<file path="src/rtl/sram_burst_reader.sv">
// Burst read initiator: one-word-at-a-time reads on the SRAM req/ack port into a FWFT word FIFO.
// Latency: accept -> first mem_req 1 cycle; per word L+2 cycles; word visible 1 cycle after capture.
// Backpressure: reads are issued only with a guaranteed free FIFO slot. Optional abort: SRAM_RDR_ABORT_EN.
module sram_burst_reader #(
  parameter int FIFO_DEPTH = 16,
  parameter int ADDR_W     = 24
) (
  input  logic                        clk,
  input  logic                        rst,
  input  logic                        cmd_valid,
  output logic                        cmd_ready,
  input  logic [ADDR_W-1:0]           cmd_addr,
  input  logic [7:0]                  cmd_len,
`ifdef SRAM_RDR_ABORT_EN
  input  logic                        cmd_abort,
`endif
  output logic                        busy,
  output logic                        done,
  output logic                        mem_req,
  output logic                        mem_we,
  output logic [ADDR_W-1:0]           mem_addr,
  output logic [31:0]                 mem_wdata,
  input  logic [31:0]                 mem_rdata,
  input  logic                        mem_ack,
  input  logic                        mem_ready,
  output logic                        out_valid,
  output logic [31:0]                 out_data,
  input  logic                        out_ready,
  output logic [$clog2(FIFO_DEPTH):0] fifo_level
);

  localparam int PW = $clog2(FIFO_DEPTH);
  localparam int LW = PW + 1;
  localparam logic [LW-1:0] DEPTH_L = LW'(FIFO_DEPTH);

  typedef enum logic [1:0] {IDLE, ISSUE, WAIT_ACK, CAPTURE} state_t;

  state_t            state, state_nxt;
  logic [ADDR_W-1:0] addr_reg, addr_nxt;
  logic [8:0]        remaining, remaining_nxt;
  logic              abort_flag, abort_flag_nxt;
  logic              abort_in;
  logic              push, pop, flush;

  logic [31:0]       fifo_mem [FIFO_DEPTH];
  logic [PW-1:0]     wr_ptr, rd_ptr;
  logic [LW-1:0]     level;

`ifdef SRAM_RDR_ABORT_EN
  assign abort_in = cmd_abort;
`else
  assign abort_in = 1'b0;
`endif

  assign busy      = (state != IDLE);
  assign mem_addr  = addr_reg;
  assign mem_we    = 1'b0;
  assign mem_wdata = 32'd0;
  assign out_valid = (level != '0);
  assign out_data  = out_valid ? fifo_mem[rd_ptr] : 32'd0;
  assign fifo_level = level;
  assign pop       = out_valid && out_ready;

  // Next-state and outputs. The credit check uses the registered level only; a pop in
  // the same cycle is not credited, which can delay a request by at most one cycle.
  always_comb begin
    state_nxt      = state;
    addr_nxt       = addr_reg;
    remaining_nxt  = remaining;
    abort_flag_nxt = abort_flag;
    cmd_ready      = 1'b0;
    mem_req        = 1'b0;
    push           = 1'b0;
    flush          = 1'b0;
    done           = 1'b0;
    case (state)
      IDLE: begin
        cmd_ready      = 1'b1;
        abort_flag_nxt = 1'b0;
        if (cmd_valid) begin
          addr_nxt      = cmd_addr;
          remaining_nxt = (cmd_len == 8'd0) ? 9'd256 : {1'b0, cmd_len};
          state_nxt     = ISSUE;
        end
      end
      ISSUE: begin
        if (abort_in) begin
          flush     = 1'b1;
          state_nxt = IDLE;
        end else if (mem_ready && (level < DEPTH_L)) begin
          mem_req   = 1'b1;
          state_nxt = WAIT_ACK;
        end
      end
      WAIT_ACK: begin
        if (abort_in) abort_flag_nxt = 1'b1;
        if (mem_ack) begin
          if (abort_flag || abort_in) begin
            // aborted: the returning word is dropped
            flush          = 1'b1;
            abort_flag_nxt = 1'b0;
            state_nxt      = IDLE;
          end else begin
            state_nxt = CAPTURE;
          end
        end
      end
      CAPTURE: begin
        push          = 1'b1;
        addr_nxt      = addr_reg + ADDR_W'(1);
        remaining_nxt = remaining - 9'd1;
        if (abort_in) begin
          flush     = 1'b1;
          state_nxt = IDLE;
        end else if (remaining == 9'd1) begin
          done      = 1'b1;
          state_nxt = IDLE;
        end else begin
          state_nxt = ISSUE;
        end
      end
      default: state_nxt = IDLE;
    endcase
  end

  // State and burst bookkeeping registers.
  always_ff @(posedge clk) begin
    if (rst) begin
      state      <= IDLE;
      addr_reg   <= '0;
      remaining  <= '0;
      abort_flag <= 1'b0;
    end else begin
      state      <= state_nxt;
      addr_reg   <= addr_nxt;
      remaining  <= remaining_nxt;
      abort_flag <= abort_flag_nxt;
    end
  end

  // FIFO pointers and occupancy; an abort flush wins over a same-cycle push.
  always_ff @(posedge clk) begin
    if (rst || flush) begin
      wr_ptr <= '0;
      rd_ptr <= '0;
      level  <= '0;
    end else begin
      if (push) wr_ptr <= wr_ptr + PW'(1);
      if (pop)  rd_ptr <= rd_ptr + PW'(1);
      case ({push, pop})
        2'b10:   level <= level + LW'(1);
        2'b01:   level <= level - LW'(1);
        default: level <= level;
      endcase
    end
  end

  // FIFO storage; contents are only observable through the occupancy-gated head.
  always_ff @(posedge clk) begin
    if (push) fifo_mem[wr_ptr] <= mem_rdata;
  end

endmodule

</file>
<file path="config.mk">
export PLATFORM = sky130hd
export DESIGN_NAME = sram_burst_reader
export DESIGN_NICKNAME = d
export VERILOG_FILES = /design/src/rtl/sram_burst_reader.sv
export SDC_FILE = /design/constraint.sdc
export NUM_CORES = 1
export LEC_CHECK = 0
export CAP_MARGIN = 0
export CORE_UTILIZATION = 55
export CTS_CLUSTER_SIZE = 8
export DETAILED_ROUTE_END_ITERATION = 8
export MAX_ROUTING_LAYER = met4
export PLACE_DENSITY = 0.84
export SLEW_MARGIN = 20
export SYNTH_ARGS = -nofsm -noshare
export SYNTH_HDL_FRONTEND = slang
export SYNTH_SLANG_ARGS = --single-unit
</file>
<file path="constraint.sdc">
create_clock -name clk -period 4.1 [get_ports clk]
set_input_delay 0.41 -clock clk [delete_from_list [all_inputs] [get_ports clk]]
set_output_delay 0.41 -clock clk [all_outputs]
set_load 0.005 [all_outputs]
</file>
# Word level (Yosys, flattened, before mapping)
# Memories as Yosys holds them, arrays and structs flattened. A register that Yosys moved wholly into a read port is not among the register bits.
# Cells that the tools add are included.
# totals
reg_bits	49
ram_bits	512
in_bits	70
out_inout_bits	99
word_cells	65
memories	1
# memory_table
memory	words	word_bits	rd	rd_clocked_by_memory_dff	write_ports	line_no	source
fifo_mem	16	32	1	1	1	45	logic [31:0] fifo_mem [FIFO_DEPTH];
# classes
add_sub_neg	6
magnitude_cmp	1
eq_ne	9
muxes	28
reduce_logical	13
# op_table
operator	count
$pmux W24 S2	1
$mux W32	1
$add A24 B1 Y24 const B	1
$mux W24	1
$mux W9	2
$pmux W9 S2	1
$mux W1	13
$pmux W5 S2	1
$eq A9 B1 Y1 const B	1
$sub A9 B1 Y9 const B	1
$add A4 B1 Y4 const B	2
$logic_not A8 Y1	1
$mux W2	4
$mux W4	2
$pmux W2 S4	1
$reduce_bool A2 Y1	4
$eq A2 B2 Y1 const B	3
$ne A2 B2 Y1 const B	3
$add A5 B1 Y5 const B	1
$lt A5 B5 Y1 const B	1
$reduce_bool A5 Y1	1
$sub A5 B1 Y5 const B	1
$eq A2 B1 Y1 const B	2
$reduce_and A2 Y1	2
other kinds (5)	6

# Depth between registers and ports, before layout
# depth
depth_word	5
depth_mapped	13
mapped_depth_nobuf	10

# Worst setup path before layout
# No wires, ideal clock.
# synth_timing
path_type	reg2reg
start	reg level[2] (netlist: fifo_level[2])
end	reg level[4] (netlist: fifo_level[4])
setup_time_ns	0.121
arrival_time_ns	2.944
t_required_ns	3.979
setup_slack_ns	1.035
stages_incl_launch_ff	13
path_buffers	2
synth_period_minus_slack_ns	3.065
path_cell_list	dfxtp_1 clkbuf_1 or4_1 o21ai_1 inv_1 ha_1 clkbuf_1 xor2_1 ha_1 a21oi_1 a32oi_1 a31oi_1 mux2_2
# synth_via
elab_chain_cells	4
word_cells_on_any_way	8
cone_classes	add/sub: 2; eq/ne: 2; mux: 1; reduce/logical: 3
# synth_rtl
element	line_no	source
start: declaration	47	logic [LW-1:0] level;
start signal: assignment	151	2'b10: level <= level + LW'(1);
start signal: assignment	152	2'b01: level <= level - LW'(1);
start signal: assignment	153	default: level <= level;
parallel branches: the longest is 4 deep, another holds $sub A5 B1 Y5	-	
# Several ways; the timed one is not identified.
# A chain may end at the register's enable or synchronous reset.

# Worst setup path after layout
# layout_timing
start	reg level[2] (netlist: fifo_level[2])
end	out out_data[4]
# layout_via
elab_chain_cells	2
# layout_rtl
element	line_no	source
$reduce_bool A5 Y1	59	assign out_valid = (level != '0);
$mux W32	60	assign out_data = out_valid ? fifo_mem[rd_ptr] : 32'd0;
end: declaration	27	output logic [31:0] out_data,
# No other way between the ends.

==> results.toml <==
[run_status]
status = "completed"

[yosys]
netlist.area_leader.share_pct = 67.17
synth_async_sr_flop_share_pct = 0
yosysWarnings = 0
synthCells = 1236
synth-seq-area-share_pct = 71.72
syn-mean-instance-area_um2 = 18.52
ys.flop_type = "edfxtp_1"
synth_top_family_by_area = "multiplexers"
synth_area_leaders = "edfxtp_1 (67%), mux4_2 (13%), dfxtp_1 (4.5%)"
synth_fa_ha_area_share_pct = 0.8200
ys_top_cells_by_count = "edfxtp_1 (512), mux4_2 (128), mux2i_1 (75), dfxtp_1 (52), clkbuf_1 (42)"
yosys.area_share.simple_pct = 4.084
synth_edf_count = 512
synth_area_leader_cell = "edfxtp_1"
yosysMostFrequentCell = "edfxtp_1"
synth_mux_area_share_pct = 16.07
synth_compound_area_share_pct = 4.198
syn_area_um2 = 22890
yosysUniqueCellTypes = 59
synthXorXnorAreaFrac_pct = 0.3444
synth_seq_cells = 564

[global_route]
met2_usage_pct = 43.11
grt_overflow_total = 0
grt_util_met3_pct = 5.345
grt-busiest-layer = "met2"
grt_pass1_vias = 12986
met1_usage_pct = 32.46
grt_antenna_before_repair = 4
grt_max_degree = 48
grt_util_all_layers_pct = 26.41
grt_pass1_wl_mm = 78.64

[floorplan]
die-height_um = 206.0
core_um2 = 40920
rows = 74
die_x_um = 206.0
initial_core_util_pct = 55.93
ios = 169
fp.dieArea_um2 = 42430

[timing]
maxSlewHeadroom_pct = 20.28
rsz0062_at_grt = "no"
setup_tns_ps = 0
period_share_pct = 90.96
min_period_ps = 3729
tightest_slew_ps = 1196
setup_viol = 0
max_freq_mhz = 268.1
slew_viol_final = 0
hold_ws_ps = 336.1
hold_viol_final = 0
fin_skew_ps = 23.15

[run]
max_cap_violations = 0

[clock_network]
post_cts_buffers = 0
root_buffer = "clkbuf_16"
cts_made_buffers = 80
ctsHoldBuffers = 0
htreeDepth = 3
cts_resized = 0
clk_latency_ps = 590
clock-sinks = 564
cts_tree = "yes"
cts.path.max_buffers = 3
clk_pin_slew_ps = 50

[worst_setup_path]
worstPathArrival_ps = 3320
r2r-start = "fifo_level[2]"
crit_fanout = 32
cp-end-kind = "output port"
startpoint_type = "flop"
criticalPathCategory = "reg2out"
r2r-end = "fifo_level[4]"
worstPathRequired_ps = 3690
reg2regPathDepth = 10
r2r_slack_ps = 880

[hold_path]
holdCritPathClass = "in2reg"
min_from = "rst"
min_path_cells = 2
holdPathEnd = "fifo_level[1]"

[route]
totalWireLength_mm = 53.63
wl_per_cell_um = 27.46
num_vias = 12617
dr.first_iter.drc_count = 1259
drt_first_pass_iters = 5
ant_nets = 0
viasPerCell = 6.460
drc = 0

[finish]
fin_area_um2 = 26880
final_core_util_pct = 65.69
areaGrowthSynthToFinish_pct = 17.45
drive_above_1_share_pct = 18.56
layout.nets = 1479

[placed_design]
dp_hpwl_mm = 26.90
gp_congestion = 0.8537
place_area_um2 = 24680
portBuffers = 135

[power]
ir_worst_vdd_uv = 369.2
total_power_uw = 14750
leakage_uw = 0.008293
power_density_nw_per_um2 = 548.5
-- worst max path at each step --
| stage | startpoint | end | cells after the start | slack, ps |
|---|---|---|---|---|
| floorplan | fifo_level[2] | fifo_level[4] | 12 | 1040 |
| global placement | fifo_level[0] | fifo_level[4] | 10 | 960 |
| detailed placement | fifo_level[0] | fifo_level[4] | 10 | 890 |
| CTS | fifo_level[0] | out_data[3] | 5 | 320 |
| global route | fifo_level[0] | out_data[4] | 5 | 220 |
| finish | fifo_level[2] | out_data[4] | 5 | 370 |
-- registers in the layout, summed over array words and instances (netlist names), named ones only --
signal	cells
fifo_mem	512
state	2
mem_addr	24
fifo_level	5
wr_ptr	4
remaining	9
rd_ptr	4
-- metal layers --
| layer | wire [µm] | vias to the layer above |
|---|---|---|
| met5 | 0 | - |
| met4 | 1415 | 0 |
| met3 | 4615 | 104 |
| met2 | 27620 | 767 |
| met1 | 19980 | 6456 |
| li1 | - | 5290 |
-- where the power goes --
part,switching (µW),leakage (µW),internal [µW]
registers,216,0.00503,6430
logic,1110,0.00221,1160
clock network,2270,0.00105,3570
total,3590,0.00829,11200
-- final cells by class --
type	count	area, µm²
sequential	564	16430
fill	2633	14040
multi-input combinational	578	6015
clock buffer	101	2123
timing repair buffer	150	1529
tap	532	665.6
inverter	20	75.07
clock inverter	4	38.79
antenna	4	10.01
-- kinds of logic after synthesis --
| logic type | Yosys count |
|---|---|
| and+or+nand+nor | 168 |
| DFF | 564 |
| other | 1 |
| buffers and inverters | 126 |
| AOI/OAI and AO/OA | 146 |
| xor gates and xnor gates | 9 |
| adders and majority gates | 15 |
| muxes | 207 |
-- worst max-delay path, stage by stage (launching register included) --
cell             delay (ps)
dfxtp_1                 390
or4_1                   600
nor2_1                  150
or2_2                   750
o22ai_1                 310
clkdlybuf4s50_1         530
-- cells in the final DEF (no fill, tap or decap), types with 4 or more instances in the layout --
| master | count |
|---|---|
| nand2_1 | 23 |
| o22ai_1 | 36 |
| mux2i_1 | 74 |
| nor4_1 | 14 |
| o21a_1 | 7 |
| a21oi_1 | 23 |
| ha_1 | 15 |
| xor2_1 | 7 |
| or4_1 | 6 |
| clkbuf_1 | 19 |
| a211oi_1 | 6 |
| mux2_2 | 4 |
| a22oi_1 | 18 |
| inv_1 | 20 |
| edfxtp_1 | 512 |
| a31oi_1 | 6 |
| buf_4 | 10 |
| nand4_1 | 13 |
| o211ai_1 | 9 |
| mux4_2 | 128 |
| or3_1 | 8 |
| nand3_1 | 9 |
| o21ai_0 | 18 |
| dfxtp_1 | 49 |
| and2_2 | 11 |
| and2_4 | 5 |
| buf_12 | 4 |
| nor2_1 | 30 |
| nor2b_1 | 8 |
| clkdlybuf4s50_1 | 134 |
| and3_1 | 5 |
| nor3_1 | 15 |
| clkbuf_16 | 82 |
| conb_1 | 33 |
| diode_2 | 4 |
-- through the flow --
stage | std cells | worst slack [ps]
2_1_floorplan | 1268 | 1035
3_3_place_gp | 1843 | 964.5
3_5_place_dp | 1843 | 887.1
4_1_cts | 1948 | 318.9
5_1_grt | 1953 | 215.3
6_report | 1953 | 370.7
Note: power is estimated with default switching activity, not from simulation.
